File: config.mk
export PLATFORM = sky130hd
export DESIGN_NAME = hilo_unit
export DESIGN_NICKNAME = d
export VERILOG_FILES = /design/src/rtl/hilo_pkg.sv /design/src/rtl/hilo_half.sv /design/src/rtl/hilo_unit.sv
export SDC_FILE = /design/constraint.sdc
export NUM_CORES = 1
export LEC_CHECK = 0
export CORE_MARGIN = 2
export CORE_UTILIZATION = 23
export DETAILED_ROUTE_END_ITERATION = 10
export DONT_BUFFER_PORTS = 1
export GPL_TIMING_DRIVEN = 0
export SLEW_MARGIN = 10
export SYNTH_ARGS = -nofsm -noshare
export SYNTH_HDL_FRONTEND = slang
export SYNTH_SLANG_ARGS = --single-unit
File: constraint.sdc
create_clock -name clk_cpu -period 2.1 [get_ports clk_cpu]
set_input_delay 0.21 -clock clk_cpu [delete_from_list [all_inputs] [get_ports clk_cpu]]
set_output_delay 0.21 -clock clk_cpu [all_outputs]
set_load 0.03 [all_outputs]
File: src/rtl/hilo_pkg.sv
`default_nettype none
// ============================================================================
//  Module      : hilo_pkg
//  Description : Shared state encoding, default widths and tag-compare helper
//                for the HI/LO result holder.
//  Revision    : 1.0  initial release
// ============================================================================
package hilo_pkg;

    localparam int unsigned c_XLEN_DEFAULT  = 32;
    localparam int unsigned c_TAG_W_DEFAULT = 2;
    localparam int unsigned c_TAG_W_MAX     = 8;

    typedef enum logic [0:0] {
        HILO_IDLE    = 1'b0,
        HILO_PENDING = 1'b1
    } hilo_state_e;

    // Tags are zero-extended to c_TAG_W_MAX by the caller so one helper serves every TAG_W.
    function automatic logic tag_match(
        input logic [c_TAG_W_MAX-1:0] a,
        input logic [c_TAG_W_MAX-1:0] b
    );
        return (a == b);
    endfunction

endpackage
`default_nettype wire

File: src/rtl/hilo_half.sv
`default_nettype none
// ============================================================================
//  Module      : hilo_half
//  Description : One XLEN-wide half of the HI/LO pair: reset, MT write,
//                result write, optional same-cycle bypass (HILO_BYPASS_EN).
//  Revision    : 1.0  initial release
// ============================================================================
module hilo_half
    import hilo_pkg::*;
#(
    parameter int XLEN = c_XLEN_DEFAULT
) (
    input  logic            clk_cpu,
    input  logic            reset_n,
    input  logic            mt_en,
    input  logic [XLEN-1:0] mt_data,
    input  logic            res_en,
    input  logic [XLEN-1:0] res_data,
    output logic [XLEN-1:0] half_q
);

    logic [XLEN-1:0] r_half;
    logic [XLEN-1:0] w_next;

    // The MT write is younger in program order than the completing op, so it wins.
    always_comb begin
        w_next = r_half;
        if (mt_en) begin
            w_next = mt_data;
        end else if (res_en) begin
            w_next = res_data;
        end
    end

    always_ff @(posedge clk_cpu) begin
        if (!reset_n) begin
            r_half <= '0;
        end else begin
            r_half <= w_next;
        end
    end

`ifdef HILO_BYPASS_EN
    assign half_q = w_next;
`else
    assign half_q = r_half;
`endif

endmodule
`default_nettype wire

File: src/rtl/hilo_unit.sv
`default_nettype none
// ============================================================================
//  Module      : hilo_unit
//  Description : HI/LO holder with tagged issue/complete interlock for the
//                iterative mul/div path. Optional bypass: HILO_BYPASS_EN.
//  Revision    : 1.0  initial release
// ============================================================================
module hilo_unit
    import hilo_pkg::*;
#(
    parameter int XLEN  = c_XLEN_DEFAULT,
    parameter int TAG_W = c_TAG_W_DEFAULT
) (
    input  logic             clk_cpu,
    input  logic             reset_n,
    input  logic             op_start,
    output logic [TAG_W-1:0] op_tag,
    input  logic             cancel,
    input  logic             res_valid,
    input  logic [TAG_W-1:0] res_tag,
    input  logic [XLEN-1:0]  res_hi,
    input  logic [XLEN-1:0]  res_lo,
    input  logic             mthi_en,
    input  logic             mtlo_en,
    input  logic [XLEN-1:0]  mt_data,
    input  logic             rd_hi_req,
    input  logic             rd_lo_req,
    output logic [XLEN-1:0]  hi_q,
    output logic [XLEN-1:0]  lo_q,
    output logic             busy,
    output logic             stall
);

    hilo_state_e      r_state;
    logic [TAG_W-1:0] r_op_tag;
    logic [TAG_W-1:0] r_exp_tag;

    logic w_pending;
    logic w_tag_hit;
    logic w_acc;
    logic w_rd_req;

    assign w_pending = (r_state == HILO_PENDING);
    assign w_tag_hit = tag_match(c_TAG_W_MAX'(res_tag), c_TAG_W_MAX'(r_exp_tag));
    assign w_acc     = res_valid & w_pending & w_tag_hit & ~cancel;
    assign w_rd_req  = rd_hi_req | rd_lo_req;

    // A new start outranks every way of leaving PENDING; any older result becomes stale.
    always_ff @(posedge clk_cpu) begin
        if (!reset_n) begin
            r_state   <= HILO_IDLE;
            r_op_tag  <= '0;
            r_exp_tag <= '0;
        end else begin
            if (op_start) begin
                r_exp_tag <= r_op_tag;
                r_op_tag  <= r_op_tag + 1'b1;
                r_state   <= HILO_PENDING;
            end else if (w_pending & (w_acc | cancel | mthi_en | mtlo_en)) begin
                r_state   <= HILO_IDLE;
            end
        end
    end

    hilo_half #(
        .XLEN (XLEN)
    ) u_hi (
        .clk_cpu  (clk_cpu),
        .reset_n  (reset_n),
        .mt_en    (mthi_en),
        .mt_data  (mt_data),
        .res_en   (w_acc),
        .res_data (res_hi),
        .half_q   (hi_q)
    );

    hilo_half #(
        .XLEN (XLEN)
    ) u_lo (
        .clk_cpu  (clk_cpu),
        .reset_n  (reset_n),
        .mt_en    (mtlo_en),
        .mt_data  (mt_data),
        .res_en   (w_acc),
        .res_data (res_lo),
        .half_q   (lo_q)
    );

    assign op_tag = r_op_tag;
    assign busy   = w_pending;

`ifdef HILO_BYPASS_EN
    // The accepted result is already forwarded on hi_q/lo_q, so the read can go now.
    assign stall = w_rd_req & w_pending & ~w_acc;
`else
    assign stall = w_rd_req & w_pending;
`endif

endmodule
`default_nettype wire

==> results.md <==
- Outcome: finished clean
- Number of H-tree levels: 3
- CP cell instances: nand2_1 > o41ai_4 > buf_12 > buf_2 > o21ai_1 > a21oi_1
- Worst min-delay path class: primary input to flop
- Placed inst area: 3170 um2
- DP HPWL: 7330 um
- Slowest CP cell: dfxtp_2
- ANT nets after route: 0
- Syn_area_per_cell: 9.58 um2
- Initial antenna violation count: 0
- Critical path fanouts, max: 10
- Post-Synthesis Cells: 309
- RR Endpoint: u_lo.half_q[12]
- Wirelength per Cell: 19.5 um
- Fill cells: 1371
- Peak VDD IR: 429 uV
- Nets: 432
- DR vias/cell: 4.81
- Syn nets: 416
- N_diodes: 0
- Area grow syn2layout: 23.1%
- Most frequent cells in the layout: dfxtp_1, mux2i_1, a21oi_1, o21ai_1, clkbuf_1
- Post-synthesis sequential area ratio: 46.7%
- Final min period: 1880 ps
- Gp weighted congestion: 0.739
- Inst Count DP: 481
- Distinct cells, synth: 20
- Worst-path clk slew: 50 ps
- Die Wd: 117 um
- PwrDens: 1140 nW/um2
- CP startpoint kind: flop
- WP depth: 6
- Crit Reg-Reg Startpoint: busy
- First-pass GRT wire length: 15100 um
- Starting Density: 23.5%
- Unrepaired setup endpoints after global routing: no
- Commonest non-fill, non-tap cell in the layout: dfxtp_1
- Max_cap viols: 0
- Clock skew: 7.61 ps
- Synth Cell Area: 2960 um2
- CP top delay family: compound AO/OA/AOI/OAI gates
- Min-Delay Path Depth: 2
- Post-synth top area share: 46.7%
- Flops & latches, synth: 69
- CP Capture Point: u_lo.half_q[12]
- Slowest stage delay, CP: 450 ps
- Max Fclk: 531 MHz
- R2r setup slk: 220 ps
- Post-route DRC: 0
- CP Class: flop to flop
- Worst skew pair latency: 340 ps
- Die area: 13800 um2
- I/O Pins: 175
- Iter 0 DRT Violations: 108
- Layout cell share with drive strength beyond 1: 10.3%
- Die extent in y: 117 um
- Met2 global-route usage: 23.8%
- CTS max path bufs: 2
- Total Wirelength: 9780 um
- Row cnt: 41
- Num CTS Buffers: 9
- Required time of the critical path: 2360 ps
- Design area: 3640 um2
- Leak pwr: 1.50 nW
- Pre-CTS WS: -269 ps
- Reg2Reg Depth: 6
- Total Power: 4.13 mW
- Final non-filler cell total: 502
- Slew headroom: 43.9%
- Slew Viols, Final: 0
- Core Region: 12600 um2
- Vias in the first global route: 2539
- Via count: 2417
- Worst-Margin Slew: 841 ps
- Grt met1 use: 17.0%
- CTS tree: yes
- Critical path launch point: busy
- Top cells by area, synth: dfxtp_1, mux2i_1, a21oi_1, o21ai_1, clkbuf_1
- GRT Max-Usage Layer: met2
- GR Util met3: 5.84%
- GRT Residual Overflow: 0
- Post-route setup slack: 218 ps
- Port bufs: 0
- Global Route Usage Sum: 14.5%
- CTS sink cnt: 69
- Buffers & Inverters on Critical Path: 2
- Synth area leader: dfxtp_1
- Drt pass-1 iters: 4
- Worst endpoint data arrival time: 2140 ps
- Largest net degree at the start of global routing: 13
- Root Buffer: clkbuf_16
- Final setup fails: 0
- YS warnings: 0
- Period utilization: 89.6%
- Fin. Hold Viols: 0
- CP endpoint kind: flop
[power breakdown]
group          total [mW]  internal [mW]  switching (mW)  leakage (nW)
Clock                2.10           1.52           0.581         0.200
Combinational       0.350          0.147           0.203         0.730
Sequential           1.68           1.41           0.271         0.574
Total                4.13           3.08            1.06          1.50
[cells in the mapped netlist]
| cell | instances |
|---|---|
| o21ai_1 | 56 |
| nor3_1 | 1 |
| a21boi_0 | 1 |
| inv_1 | 2 |
| nand2_1 | 2 |
| nand2b_1 | 2 |
| dfxtp_1 | 69 |
| buf_2 | 6 |
| xor2_1 | 3 |
| xnor2_1 | 1 |
| clkbuf_1 | 19 |
| nor4_1 | 1 |
| nor2b_1 | 1 |
| mux2i_1 | 65 |
| and2_1 | 2 |
| o21a_1 | 2 |
| o41ai_4 | 2 |
| o21ai_0 | 8 |
| a21oi_1 | 64 |
| buf_4 | 2 |
[kinds of logic (layout without fill, tap and decap cells)]
| logic type | count (synthesis) | count (layout) | synth area share, % |
|---|---|---|---|
| AOI/OAI and AO/OA | 133 | 133 | 24.3 |
| xor gates and xnor gates | 4 | 4 | 1.18 |
| buffers and inverters | 29 | 50 | 4.19 |
| DFF | 69 | 69 | 46.7 |
| muxes | 65 | 65 | 22.0 |
| and+or+nand+nor | 9 | 9 | 1.69 |
[routing by layer]
metal / share of wire, % / vias up
li1: - / 1153
met1: 42 / 1132
met2: 49 / 122
met3: 7.7 / 10
met4: 1.3 / 0
met5: 0 / -
[timing repair]
action | in CTS | in global routing
pin swaps | 2 | 0
hold buffers | 1 | 0
hold endpoints to repair | 1 | 0
setup buffers | 4 | 0
resized for setup | 3 | 1
endpoints found under the setup margin | 64 | 36
[registers in the layout (all words and copies together), names as in the netlist]
signal,count
busy,1
op_tag,2
r_exp_tag,2
u_hi.half_q,32
u_lo.half_q,32
[stage by stage]
stage | utilization [%] | TNS, ps | hold slack, ps
4_1_cts | 29.0 | 0 | 46.0
2_1_floorplan | - | 0 | 334
6_report | 29.0 | 0 | 58.7
5_1_grt | 29.0 | 0 | 61.8
3_3_place_gp | 25.3 | -3340 | 341
3_5_place_dp | 25.3 | -9080 | 350
[how the worst min path moves through the flow]
stage / from / end / slack (ps)
after CTS: op_start / r_exp_tag[1] / 50
after detailed placement: op_start / busy / 350
after floorplan: op_start / busy / 330
final: op_start / r_exp_tag[1] / 60
after global placement: op_start / busy / 340
after global routing: op_start / r_exp_tag[0] / 60
[cell type report]
type / count / area (um2) / share of cell area, %
multi-input combinational: 211 / 1450 / 39.9
timing repair buffer: 5 / 52.6 / 1.44
clock inverter: 7 / 185 / 5.08
inverter: 2 / 7.51 / 0.206
clock buffer: 9 / 225 / 6.18
buffer: 27 / 120 / 3.30
tap: 172 / 215 / 5.91
sequential: 69 / 1380 / 38.0
[worst reg2reg max path, stage by stage, from the launching register on]
cell     delay [ps]
dfxtp_2         450
nand2_1         220
o41ai_4         450
buf_12          170
buf_2           270
o21ai_1         100
a21oi_1         150
Note: power is estimated with default switching activity, not from simulation.
